### src/rtl/async_fifo_pkg.sv
// Shared constants and helpers for the async_fifo block.
//   DEFAULT_WIDTH     - default data word width in bits
//   DEFAULT_FIFO_SIZE - default depth in words (power of two, >= 2)
//   ptr_width()       - index width for a given depth
package async_fifo_pkg;

  localparam int DEFAULT_WIDTH     = 8;
  localparam int DEFAULT_FIFO_SIZE = 16;

  function automatic int ptr_width(input int depth);
    return $clog2(depth);
  endfunction

endpackage

### src/rtl/async_fifo_mem.sv
// fifo_mem: simple dual-port register array for the FIFO storage.
//   clk     - clock, all activity on rising edge
//   rst_n   - synchronous active-low reset; clears only the read register
//   wr_en   - write strobe (already qualified by the caller)
//   wr_addr - write index
//   wdata   - write data
//   rd_en   - read strobe (already qualified by the caller)
//   rd_addr - read index
//   rdata   - registered read data, holds when rd_en is low
module fifo_mem
  import async_fifo_pkg::*;
#(
  parameter int WIDTH     = DEFAULT_WIDTH,
  parameter int FIFO_SIZE = DEFAULT_FIFO_SIZE,
  parameter int AW        = ptr_width(FIFO_SIZE)
) (
  input  logic             clk,
  input  logic             rst_n,
  input  logic             wr_en,
  input  logic [AW-1:0]    wr_addr,
  input  logic [WIDTH-1:0] wdata,
  input  logic             rd_en,
  input  logic [AW-1:0]    rd_addr,
  output logic [WIDTH-1:0] rdata
);

  logic [WIDTH-1:0] mem [FIFO_SIZE];

  // Storage is never cleared; a reset only invalidates it through the pointers.
  always_ff @(posedge clk) begin
    if (wr_en) begin
      mem[wr_addr] <= wdata;
    end
  end

  always_ff @(posedge clk) begin
    if (!rst_n) begin
      rdata <= '0;
    end else if (rd_en) begin
      rdata <= mem[rd_addr];
    end
  end

endmodule

### src/rtl/async_fifo.sv
// async_fifo: single-clock synchronous FIFO with full/empty status and
// one-cycle overflow/underflow pulses. Illegal accesses are dropped.
//   clk       - single clock
//   rst_n     - synchronous active-low reset
//   wr_en     - write request, wdata sampled with it
//   wdata     - write data
//   rd_en     - read request
//   rdata     - registered read data, holds when no read is accepted
//   full      - FIFO holds FIFO_SIZE words
//   empty     - FIFO holds no words
//   overflow  - high the cycle after a write attempted while full
//   underflow - high the cycle after a read attempted while empty
module async_fifo
  import async_fifo_pkg::*;
#(
  parameter int WIDTH     = DEFAULT_WIDTH,
  parameter int FIFO_SIZE = DEFAULT_FIFO_SIZE
) (
  input  logic             clk,
  input  logic             rst_n,
  input  logic             wr_en,
  input  logic [WIDTH-1:0] wdata,
  input  logic             rd_en,
  output logic [WIDTH-1:0] rdata,
  output logic             full,
  output logic             empty,
  output logic             overflow,
  output logic             underflow
);

  localparam int PTR_WIDTH = ptr_width(FIFO_SIZE);

  logic [PTR_WIDTH:0] wr_ptr;
  logic [PTR_WIDTH:0] rd_ptr;
  logic               wr_acc;
  logic               rd_acc;

  // The extra MSB distinguishes a full wrap from an empty FIFO when the
  // index bits match.
  assign empty = (wr_ptr == rd_ptr);
  assign full  = (wr_ptr[PTR_WIDTH] != rd_ptr[PTR_WIDTH]) &&
                 (wr_ptr[PTR_WIDTH-1:0] == rd_ptr[PTR_WIDTH-1:0]);

  // Both requests are judged against the flags at the start of the cycle.
  assign wr_acc = wr_en && !full;
  assign rd_acc = rd_en && !empty;

  always_ff @(posedge clk) begin
    if (!rst_n) begin
      wr_ptr    <= '0;
      rd_ptr    <= '0;
      overflow  <= 1'b0;
      underflow <= 1'b0;
    end else begin
      if (wr_acc) wr_ptr <= wr_ptr + 1'b1;
      if (rd_acc) rd_ptr <= rd_ptr + 1'b1;
      overflow  <= wr_en && full;
      underflow <= rd_en && empty;
    end
  end

  fifo_mem #(
    .WIDTH     (WIDTH),
    .FIFO_SIZE (FIFO_SIZE),
    .AW        (PTR_WIDTH)
  ) u_mem (
    .clk     (clk),
    .rst_n   (rst_n),
    .wr_en   (wr_acc),
    .wr_addr (wr_ptr[PTR_WIDTH-1:0]),
    .wdata   (wdata),
    .rd_en   (rd_acc),
    .rd_addr (rd_ptr[PTR_WIDTH-1:0]),
    .rdata   (rdata)
  );

endmodule

### config.mk
export PLATFORM = sky130hd
export DESIGN_NAME = async_fifo
export DESIGN_NICKNAME = d
export VERILOG_FILES = /design/src/rtl/async_fifo_pkg.sv /design/src/rtl/async_fifo_mem.sv /design/src/rtl/async_fifo.sv
export SDC_FILE = /design/constraint.sdc
export NUM_CORES = 1
export LEC_CHECK = 0
export CAP_MARGIN = 10
export CORE_MARGIN = 10
export CORE_UTILIZATION = 55
export DETAILED_ROUTE_END_ITERATION = 16
export GPL_TIMING_DRIVEN = 1
export PLACE_DENSITY = 0.73
export SLEW_MARGIN = 40
export SYNTH_ARGS = -nofsm -noshare
export SYNTH_HDL_FRONTEND = slang
export SYNTH_SLANG_ARGS = --single-unit
### constraint.sdc
create_clock -name clk -period 5.2 [get_ports clk]
set_clock_uncertainty 0.1 [all_clocks]
set_input_delay 0.78 -clock clk [delete_from_list [all_inputs] [get_ports clk]]
set_output_delay 0.78 -clock clk [all_outputs]
set_load 0.01 [all_outputs]
==> results.tsv <==
stage	metric	value	unit
floorplanning	die-area	0.0155	mm2
pwr	worst_ir_drop_vdd	0.000235	V
cells_and_area	n_fill_cell	691	
logic_synthesis	syn_nets	347	
critical_path	start_kind	flip-flop	
drt	drt_iter0_markers	270	
cts	post-cts-setup-buffer-count	0	
logic_synthesis	async_flop_share	0	
global_route	grt_pass1_wl	18.2	mm
cts	clkSlewWorstSetupHoldPaths	60	ps
logic_synthesis	syn_area	0.00602	mm2
critical_path	slowest_stage	dfxtp_2	
critical_path	crit_type	flip-flop to output port	
cts	cts_hold_buf	0	
critical_path	cp_slowest_stage_delay	620	ps
drt	antenna_left	0	
floorplanning	floorplan.initialDensity	0.558	
logic_synthesis	synthFlopType	edfxtp_1	
drt	wl	11.9	mm
global_route	grtUsageTotal	0.156	
cts	clock_tree.root_cell	clkbuf_8	
cells_and_area	area_growth	16.8	%
cts	cts_tree	yes	
cells_and_area	diodes	0	
logic_synthesis	synth_seq_cells	148	
cts	cts_max_path_buffers	2	
global_route	overflow	0	
drt	vias	3062	
critical_path	path_buf_inv	1	
timing	period_share	0.625	
drt	post-route-drc-count	0	
worst_hold_path	worstHoldPathType	flip-flop to flip-flop	
critical_path	path_cells	xnor2_1, nand4_1, nor2_1, clkdlybuf4s50_1	
timing	slew_violations	0	
timing	fin_crit	3250	ps
cells_and_area	multi_input_area	0.00163	mm2
logic_synthesis	synth.distinct_cells	37	
cells_and_area	final_nets	372	
logic_synthesis	seq_area_frac_synth	0.705	
logic_synthesis	synth_top_area_cell	edfxtp_1	
floorplanning	fp.dieW	125	um
logic_synthesis	syn_area_per_cell	18.2	um2
logic_synthesis	netlist_instances	330	
timing	setup_viol	0	
cts	cts_num_sinks	148	
timing	fin_tns_setup	0	ps
flow_run	maxCapViolCount	0	
cts	htree_num_levels	4	
logic_synthesis	yosys.area.top_type_share	0.639	
timing	tightest_slew	709	ps
global_route	grt_max_degree	45	
cells_and_area	drive_gt1_frac	0.213	
cts	ctsResizeCount	0	
logic_synthesis	yosys-top-cells-area	edfxtp_1, dfxtp_1, mux4_2	
timing	fin_hold_ws	460	ps
timing	max_freq	308	MHz
global_route	grt_pass1_vias	3062	
timing	finalHoldViolCount	0	
pwr	power_leakage	2.31	nW
critical_path	crit_family	flip-flops	
logic_synthesis	ys_warn_count	0	
critical_path	crit_path_end_kind	output port	
floorplanning	num_rows	38	
placed_design	dp_hpwl	7.36	mm
pwr	pwr_density_cell	439	mW/mm2
global_route	antenna_found_initial	0	
placed_design	io_buffers	23	
logic_synthesis	synth_edf_count	128	
drt	wl_per_cell	23.4	um
cells_and_area	regArea	0.00425	mm2
critical_path	required	4320	ps
floorplanning	io_pins	24	
drt	first_pass_iters	5	
critical_path	crit_arrival	2370	ps
timing	slew_headroom	0.526	
status	run_status	complete, no violations	
timing	rsz0062_at_grt	false	
drt	avgViaCountPerCell	6.04	
critical_path	crit_fanout	20	
cts	numCtsBuffers	17	
floorplanning	die_h	125	um
cts	clk_latency	530	ps
placed_design	gp_congestion	0.817	
cells_and_area	post-route-util	0.651	
floorplanning	coreArea	0.0108	mm2
==> cells in the final DEF, fill, tap and decap left out, types with 12 or more instances in the layout <==
master             n
edfxtp_1         128
clkdlybuf4s50_1   23
mux2i_1           21
mux4_2            17
dfxtp_1           17
clkbuf_16         16
and3_1            15
nand2_1           12
==> power breakdown <==
group,internal (mW),total (mW),switching (mW)
Combinational,0.137,0.300,0.163
Clock,0.984,1.44,0.460
Sequential,1.32,1.34,0.0165
Total,2.44,3.08,0.639
==> tightest hold or removal path, cell delays in order (launching register included) <==
cell	delay (ps)
dfxtp_1	310
o21ai_0	150
a31oi_1	50
==> Yosys cell counts (all sizes together), types with 6 or more instances <==
| cell | n |
|---|---|
| xnor2 | 8 |
| nor2b | 7 |
| a31oi | 8 |
| buf | 19 |
| and2 | 6 |
| and3 | 15 |
| mux4 | 24 |
| edfxtp | 128 |
| nand2 | 12 |
| a221oi | 8 |
| mux2i | 21 |
| dfxtp | 20 |
| o21ai | 16 |
| mux2 | 8 |
==> final cells by class <==
class | instances | area share
Multi-Input combinational cell | 159 | 0.232
Tap cell | 140 | 0.0249
Inverter | 2 | 0.00107
Clock buffer | 18 | 0.0609
Sequential cell | 148 | 0.604
Timing Repair Buffer | 27 | 0.0370
Clock inverter | 13 | 0.0395
==> cells by family (layout without fill, tap and decap cells) <==
family | count (synthesis) | in the layout | synth area share
adder cells (fa/ha/maj) | 5 | 5 | 0.0104
multiplexers | 53 | 53 | 0.144
XOR/XNOR | 11 | 11 | 0.0160
flip-flops | 148 | 148 | 0.705
buffers and inverters | 23 | 60 | 0.0256
AND/OR/NAND/NOR | 53 | 53 | 0.0503
AO/OA/AOI/OAI | 37 | 37 | 0.0484
==> layer usage <==
layer  wire length [um]  global-route usage  up-vias
met1               5210               0.208     1568
met3                772              0.0519       12
met2               5750               0.234      112
li1                   -                   -     1370
met5                  0                   0        -
met4                142              0.0555        0
==> flip-flops by register name, indices dropped and copies added, names as in the netlist <==
| register | flops |
|---|---|
| u_mem.rdata | 8 |
| rd_ptr | 5 |
| overflow | 1 |
| wr_ptr | 5 |
| u_mem.mem | 128 |
| underflow | 1 |
==> path summary, 6_finish.rpt <==
kind	cells past startpoint	endpoint	slack, ps	start
worst max-delay path	4	full	1950	rd_ptr[3]
worst min-delay path	2	u_mem.rdata[2]	460	u_mem.rdata[2]
worst max register to register	4	u_mem.mem[1][6]	2670	rd_ptr[3]
worst min register to register	2	u_mem.rdata[2]	460	u_mem.rdata[2]
==> stage by stage <==
stage	total power, mW	instance area [um2]	instances	worst slack, ps
after global placement	1.66	6310	476	2300
after detailed placement	1.66	6320	476	2260
after floorplan	1.55	6020	330	3220
final	3.08	7030	507	1950
after global routing	3.17	7030	507	1810
after CTS	3.09	7020	507	1670
(Power assumes the default switching activity.)
